`src/rtl/apb_pkg.sv`:
```
// APB requester shared types: FSM state, response code and command payload.
// Default widths match the requester's default DATA_WIDTH/ADDR_WIDTH.
package apb_pkg;

  localparam int unsigned APB_DATA_W = 16;
  localparam int unsigned APB_ADDR_W = 10;

  typedef enum logic [1:0] {
    IDLE   = 2'd0,
    SETUP  = 2'd1,
    ACCESS = 2'd2
  } apb_state_e;

  typedef enum logic {
    APB_OK      = 1'b0,
    APB_TIMEOUT = 1'b1
  } apb_resp_e;

  typedef struct packed {
    logic                  wr;
    logic [APB_ADDR_W-1:0] addr;
    logic [APB_DATA_W-1:0] wdata;
  } apb_cmd_t;

endpackage

```
`src/rtl/apb_req_watchdog.sv`:
```
// ACCESS-phase timeout counter for apb_requester (built only with APB_REQ_TIMEOUT_EN).
// Ports:
//   clk, rst   - clock, asynchronous active-high reset
//   clear      - hold the count at zero (any cycle outside ACCESS)
//   enable     - count one waited ACCESS cycle
//   expired_c  - combinational: count has reached TIMEOUT_CYCLES-1
module apb_req_watchdog #(
  parameter int unsigned TIMEOUT_CYCLES = 64
) (
  input  logic clk,
  input  logic rst,
  input  logic clear,
  input  logic enable,
  output logic expired_c
);

  localparam int unsigned CNT_W = (TIMEOUT_CYCLES > 2) ? $clog2(TIMEOUT_CYCLES) : 1;
  localparam logic [CNT_W-1:0] LAST = CNT_W'(TIMEOUT_CYCLES - 1);

  logic [CNT_W-1:0] cnt_q;

  // Saturate at LAST so the count never wraps while the FSM aborts.
  always_ff @(posedge clk or posedge rst) begin
    if (rst) begin
      cnt_q <= '0;
    end else if (clear) begin
      cnt_q <= '0;
    end else if (enable && (cnt_q != LAST)) begin
      cnt_q <= cnt_q + CNT_W'(1);
    end
  end

  assign expired_c = (cnt_q == LAST);

endmodule

```
`src/rtl/apb_requester.sv`:
```
// APB requester: converts a valid/ready command stream into APB transfers and
// returns completion on a one-cycle response strobe.
// Optional ACCESS timeout enabled by defining APB_REQ_TIMEOUT_EN.
// Ports:
//   clk, rst                              - PCLK, asynchronous active-high reset
//   cmd_valid/cmd_ready, cmd_wr/addr/wdata - command stream (cmd_ready is combinational)
//   rsp_valid, rsp_rdata, rsp_err         - registered response, rsp_valid is one pulse
//   psel, penable, pwrite, paddr, pwdata  - registered APB request
//   pready, prdata                        - APB completer response
module apb_requester
  import apb_pkg::*;
#(
  parameter int unsigned DATA_WIDTH     = 16,
  parameter int unsigned ADDR_WIDTH     = 10,
  parameter int unsigned TIMEOUT_CYCLES = 64
) (
  input  logic                  clk,
  input  logic                  rst,
  input  logic                  cmd_valid,
  output logic                  cmd_ready,
  input  logic                  cmd_wr,
  input  logic [ADDR_WIDTH-1:0] cmd_addr,
  input  logic [DATA_WIDTH-1:0] cmd_wdata,
  output logic                  rsp_valid,
  output logic [DATA_WIDTH-1:0] rsp_rdata,
  output logic                  rsp_err,
  output logic                  psel,
  output logic                  penable,
  output logic                  pwrite,
  output logic [ADDR_WIDTH-1:0] paddr,
  output logic [DATA_WIDTH-1:0] pwdata,
  input  logic                  pready,
  input  logic [DATA_WIDTH-1:0] prdata
);

  apb_state_e            state_q, state_d;
  apb_resp_e             resp_q, resp_d;
  logic                  psel_d, penable_d, pwrite_d, rsp_valid_d;
  logic [ADDR_WIDTH-1:0] paddr_d;
  logic [DATA_WIDTH-1:0] pwdata_d, rsp_rdata_d;
  logic                  timeout_c;

  // A new command can be taken in IDLE or on the completing ACCESS cycle.
  assign cmd_ready = !rst && ((state_q == IDLE) || ((state_q == ACCESS) && pready));

`ifdef APB_REQ_TIMEOUT_EN
  apb_req_watchdog #(
    .TIMEOUT_CYCLES(TIMEOUT_CYCLES)
  ) u_watchdog (
    .clk      (clk),
    .rst      (rst),
    .clear    (state_q != ACCESS),
    .enable   ((state_q == ACCESS) && !pready),
    .expired_c(timeout_c)
  );
`else
  logic unused_timeout;
  assign timeout_c      = 1'b0;
  assign unused_timeout = ^32'(TIMEOUT_CYCLES);
`endif

  // Next-state and next-output logic.
  always_comb begin
    state_d     = state_q;
    resp_d      = resp_q;
    psel_d      = psel;
    penable_d   = penable;
    pwrite_d    = pwrite;
    paddr_d     = paddr;
    pwdata_d    = pwdata;
    rsp_valid_d = 1'b0;
    rsp_rdata_d = rsp_rdata;

    unique case (state_q)
      IDLE: begin
        if (cmd_valid) begin
          pwrite_d  = cmd_wr;
          paddr_d   = cmd_addr;
          pwdata_d  = cmd_wdata;
          psel_d    = 1'b1;
          penable_d = 1'b0;
          state_d   = SETUP;
        end
      end
      SETUP: begin
        penable_d = 1'b1;
        state_d   = ACCESS;
      end
      ACCESS: begin
        // pready takes priority over a coincident timeout expiry.
        if (pready) begin
          rsp_valid_d = 1'b1;
          resp_d      = APB_OK;
          rsp_rdata_d = pwrite ? '0 : prdata;
          if (cmd_valid) begin
            pwrite_d  = cmd_wr;
            paddr_d   = cmd_addr;
            pwdata_d  = cmd_wdata;
            penable_d = 1'b0;
            state_d   = SETUP;
          end else begin
            psel_d    = 1'b0;
            penable_d = 1'b0;
            state_d   = IDLE;
          end
        end else if (timeout_c) begin
          rsp_valid_d = 1'b1;
          resp_d      = APB_TIMEOUT;
          rsp_rdata_d = '0;
          psel_d      = 1'b0;
          penable_d   = 1'b0;
          state_d     = IDLE;
        end
      end
      default: begin
        psel_d    = 1'b0;
        penable_d = 1'b0;
        state_d   = IDLE;
      end
    endcase
  end

  // State and registered outputs.
  always_ff @(posedge clk or posedge rst) begin
    if (rst) begin
      state_q   <= IDLE;
      resp_q    <= APB_OK;
      psel      <= 1'b0;
      penable   <= 1'b0;
      pwrite    <= 1'b0;
      paddr     <= '0;
      pwdata    <= '0;
      rsp_valid <= 1'b0;
      rsp_rdata <= '0;
    end else begin
      state_q   <= state_d;
      resp_q    <= resp_d;
      psel      <= psel_d;
      penable   <= penable_d;
      pwrite    <= pwrite_d;
      paddr     <= paddr_d;
      pwdata    <= pwdata_d;
      rsp_valid <= rsp_valid_d;
      rsp_rdata <= rsp_rdata_d;
    end
  end

  assign rsp_err = (resp_q == APB_TIMEOUT);

endmodule

```
`config.mk`:
```
export PLATFORM = sky130hd
export DESIGN_NAME = apb_requester
export DESIGN_NICKNAME = d
export VERILOG_FILES = /design/src/rtl/apb_pkg.sv /design/src/rtl/apb_req_watchdog.sv /design/src/rtl/apb_requester.sv
export SDC_FILE = /design/constraint.sdc
export NUM_CORES = 1
export LEC_CHECK = 0
export CORE_MARGIN = 3
export CORE_UTILIZATION = 36
export DETAILED_ROUTE_END_ITERATION = 12
export PLACE_DENSITY = 0.76
export SYNTH_ARGS = -nofsm -noshare
export SYNTH_HDL_FRONTEND = slang
export SYNTH_SLANG_ARGS = --single-unit
```
`constraint.sdc`:
```
create_clock -name clk -period 1.34 [get_ports clk]
set_clock_uncertainty 0.05 [all_clocks]
set_input_delay 0.268 -clock clk [delete_from_list [all_inputs] [get_ports clk]]
set_output_delay 0.268 -clock clk [all_outputs]
set_load 0.02 [all_outputs]
```
==> reports/metrics.csv <==
metric,value,unit
synth_cell_types,19,
crit_arrival,1.70,ns
clk_latency,0.30,ns
synth_edf_count,0,
hp-class,in2reg,
wire_per_inst,13.9,um
viasPerCell,4.34,
place.port_buffers,93,
vias,1394,
drt-total-wl,4450,um
globalplace.congestion,0.666,
dpl-instance-area,3020,um^2
fin_nets,297,
outcome,finished with violations,
slew_viol_final,0,
numCtsBuffers,5,
path_cells,nor2b_4 > nor3b_4 > buf_6 > buf_6 > buf_8 > mux2_4,
grt_pass1_wl,7070,um
setup_slack,-0.223,ns
synth_most_common_cell,dfrtp_1,
clk_pin_slew_worst_paths,0.09,ns
rr_startpoint,penable,
rsz0062_at_grt,yes,
leakage,1.45,nW
switching_share,0.342,
slowest_delay,0.41,ns
synthFlopType,dfrtp_1,
cp.required,1.48,ns
worstSetupEndpointType,register,
hold_depth,4,
synth_seq_area_share,0.603,
cpMostUsedCell,buf_6,
h-tree-depth,2,
synthCells,144,
p_clk_frac,0.195,
layout.cells.non_filler,321,
p_int,3.49,mW
seqPwrFrac,0.395,
crit_path_start_kind,register,
timing.max_cap.violations,0,
finalHoldViolCount,0,
die_area,6330,um^2
root_buffer,clkbuf_8,
dp_slack,-0.591,ns
dpl.hpwl,3030,um
fin_crit,1.56,ns
synth_simple_gate_area_frac,0.104,
placed_cells,309,
ys_ff_latch,47,
hold_end,penable,
clk_path_buf_depth,2,
min_period_over_period,1.17,
netlist.area_leader.share,0.603,
grt_usage,0.144,
synth_compound_area_frac,0.0526,
finish.instance_area,3110,um^2
drt_iter0_drc,35,
power_density,1710,nW/um^2
vdd.ir_drop.worst,0.771,mV
grt_max_degree,48,
antenna_found_initial,0,
syn-mean-instance-area,13.5,um^2
synth_commonest_cells,"47 x dfrtp_1, 19 x mux2_4, 18 x o21ai_0",
grt_overflow,0,
clock_sinks,47,
initial_core_util,0.377,
synthXorXnorAreaFrac,0,
yosys.area.top_type,dfrtp_1,
ys_warn_count,0,
core_area,5170,um^2
r2r_end,paddr[6],
path_max_fanout,7,
critPathSlowestCell,dfrtp_2,
synthArstFlopShare,1.00,
crit_type,reg2reg,
drt_pre_antenna_iters,4,
grt_pass1_vias,1477,
pwr-share-comb,0.410,
max_freq,640,MHz
synthAdderAreaFrac,0,
r2r_cells,6,
syn2layout_area_growth,59.3,%
num_rows,26,
syn_area,1950,um^2
route.detailed.drc,0,
netlist_top_cells_area,"dfrtp_1 60%, mux2_4 15%, nand2b_1 5.1%",
fin_tns_setup,-4.70,ns
holdWs,0.407,ns
synth_top_family_by_area,multiplexers,
syn_nets,191,
finalSetupViolations,28,
die_w,79.6,um
ios,95,
violations,setup timing,
r2r_slack,-0.22,ns
cts_tree,done,
hold_start,pready,
synthMuxAreaShare,0.193,
postRouteAntennaNets,0,
p_switching,1.82,mW
drive_gt1_frac,0.303,
antenna_cells,0,
dieHeight,79.6,um
flip-flops by register name, indices dropped and copies added, names as in the netlist:
signal / cells
paddr: 10
penable: 1
psel: 1
pwdata: 16
pwrite: 1
rsp_rdata: 16
rsp_valid: 1
state_q: 1
per-layer routing:
| metal | GRT usage | vias to the layer above | part of all wire |
|---|---|---|---|
| met5 | 0 | - | 0 |
| met4 | 0.0361 | 0 | 0.0031 |
| met3 | 0.0440 | 2 | 0.071 |
| met2 | 0.235 | 54 | 0.50 |
| met1 | 0.187 | 655 | 0.42 |
| li1 | - | 683 | - |
final cells by class:
cell class	count	area [um^2]
Clock buffer	5	68.8
Tap cell	70	87.6
Multi-Input combinational cell	85	721
Timing Repair Buffer	107	988
Clock inverter	3	43.8
Fill cell	427	2070
Sequential cell	47	1180
Inverter	4	18.8
what timing repair did:
action                     in CTS  in global routing
buffers inserted                3                  1
hold buffers                    0                  0
resized for setup              79                 63
gates cloned                    1                  1
setup endpoints to repair      74                 71
pin swaps                       1                  1
per-stage QoR:
step,utilization,power (mW)
floorplan,-,3.33
global placement,0.583,4.50
detailed placement,0.583,4.54
CTS,0.610,5.37
global route,0.600,5.64
finish,0.600,5.31
worst max-delay path by stage:
stage,startpoint,to,cells past startpoint
after floorplan,penable,pwdata[0],5
after global placement,pready,cmd_ready,4
after detailed placement,pready,cmd_ready,4
after CTS,penable,pwdata[13],5
after global routing,penable,paddr[6],6
final,penable,paddr[6],6
worst max-delay path, delay by kind of cell (launching register included):
| kind | cells | cell delay (ns) |
|---|---|---|
| flops | 1 | 0.41 |
| buf+inv | 3 | 0.38 |
| simple gates | 2 | 0.32 |
| mux | 1 | 0.30 |
layout by cell type, fill, tap and decap left out, drive strengths merged:
cell	instances
a21oi	1
buf	16
bufinv	1
clkbuf	25
clkdlybuf4s15	24
clkdlybuf4s50	45
clkinv	2
clkinvlp	1
conb	1
dfrtp	47
dlygate4sd2	2
inv	3
mux2	27
nand2	17
nand2b	16
nand3b	1
nor2b	1
nor3	1
nor3b	1
o211ai	1
o21ai	18
cells by family after synthesis:
kind of cell    count (synthesis)
compound gates                 20
mux                            27
simple gates                   37
buf+inv                        12
flops                          47
other cells                     1
power groups by stage:
stage | logic, mW | registers (mW) | clock network (mW)
global route | 2.34 | 2.16 | 1.13
detailed placement | 2.42 | 2.12 | 0
finish | 2.17 | 2.10 | 1.03
CTS | 2.21 | 2.09 | 1.07
floorplan | 0.672 | 2.66 | 0
global placement | 2.39 | 2.11 | 0
No activity file was read; power rests on OpenSTA's default activity.
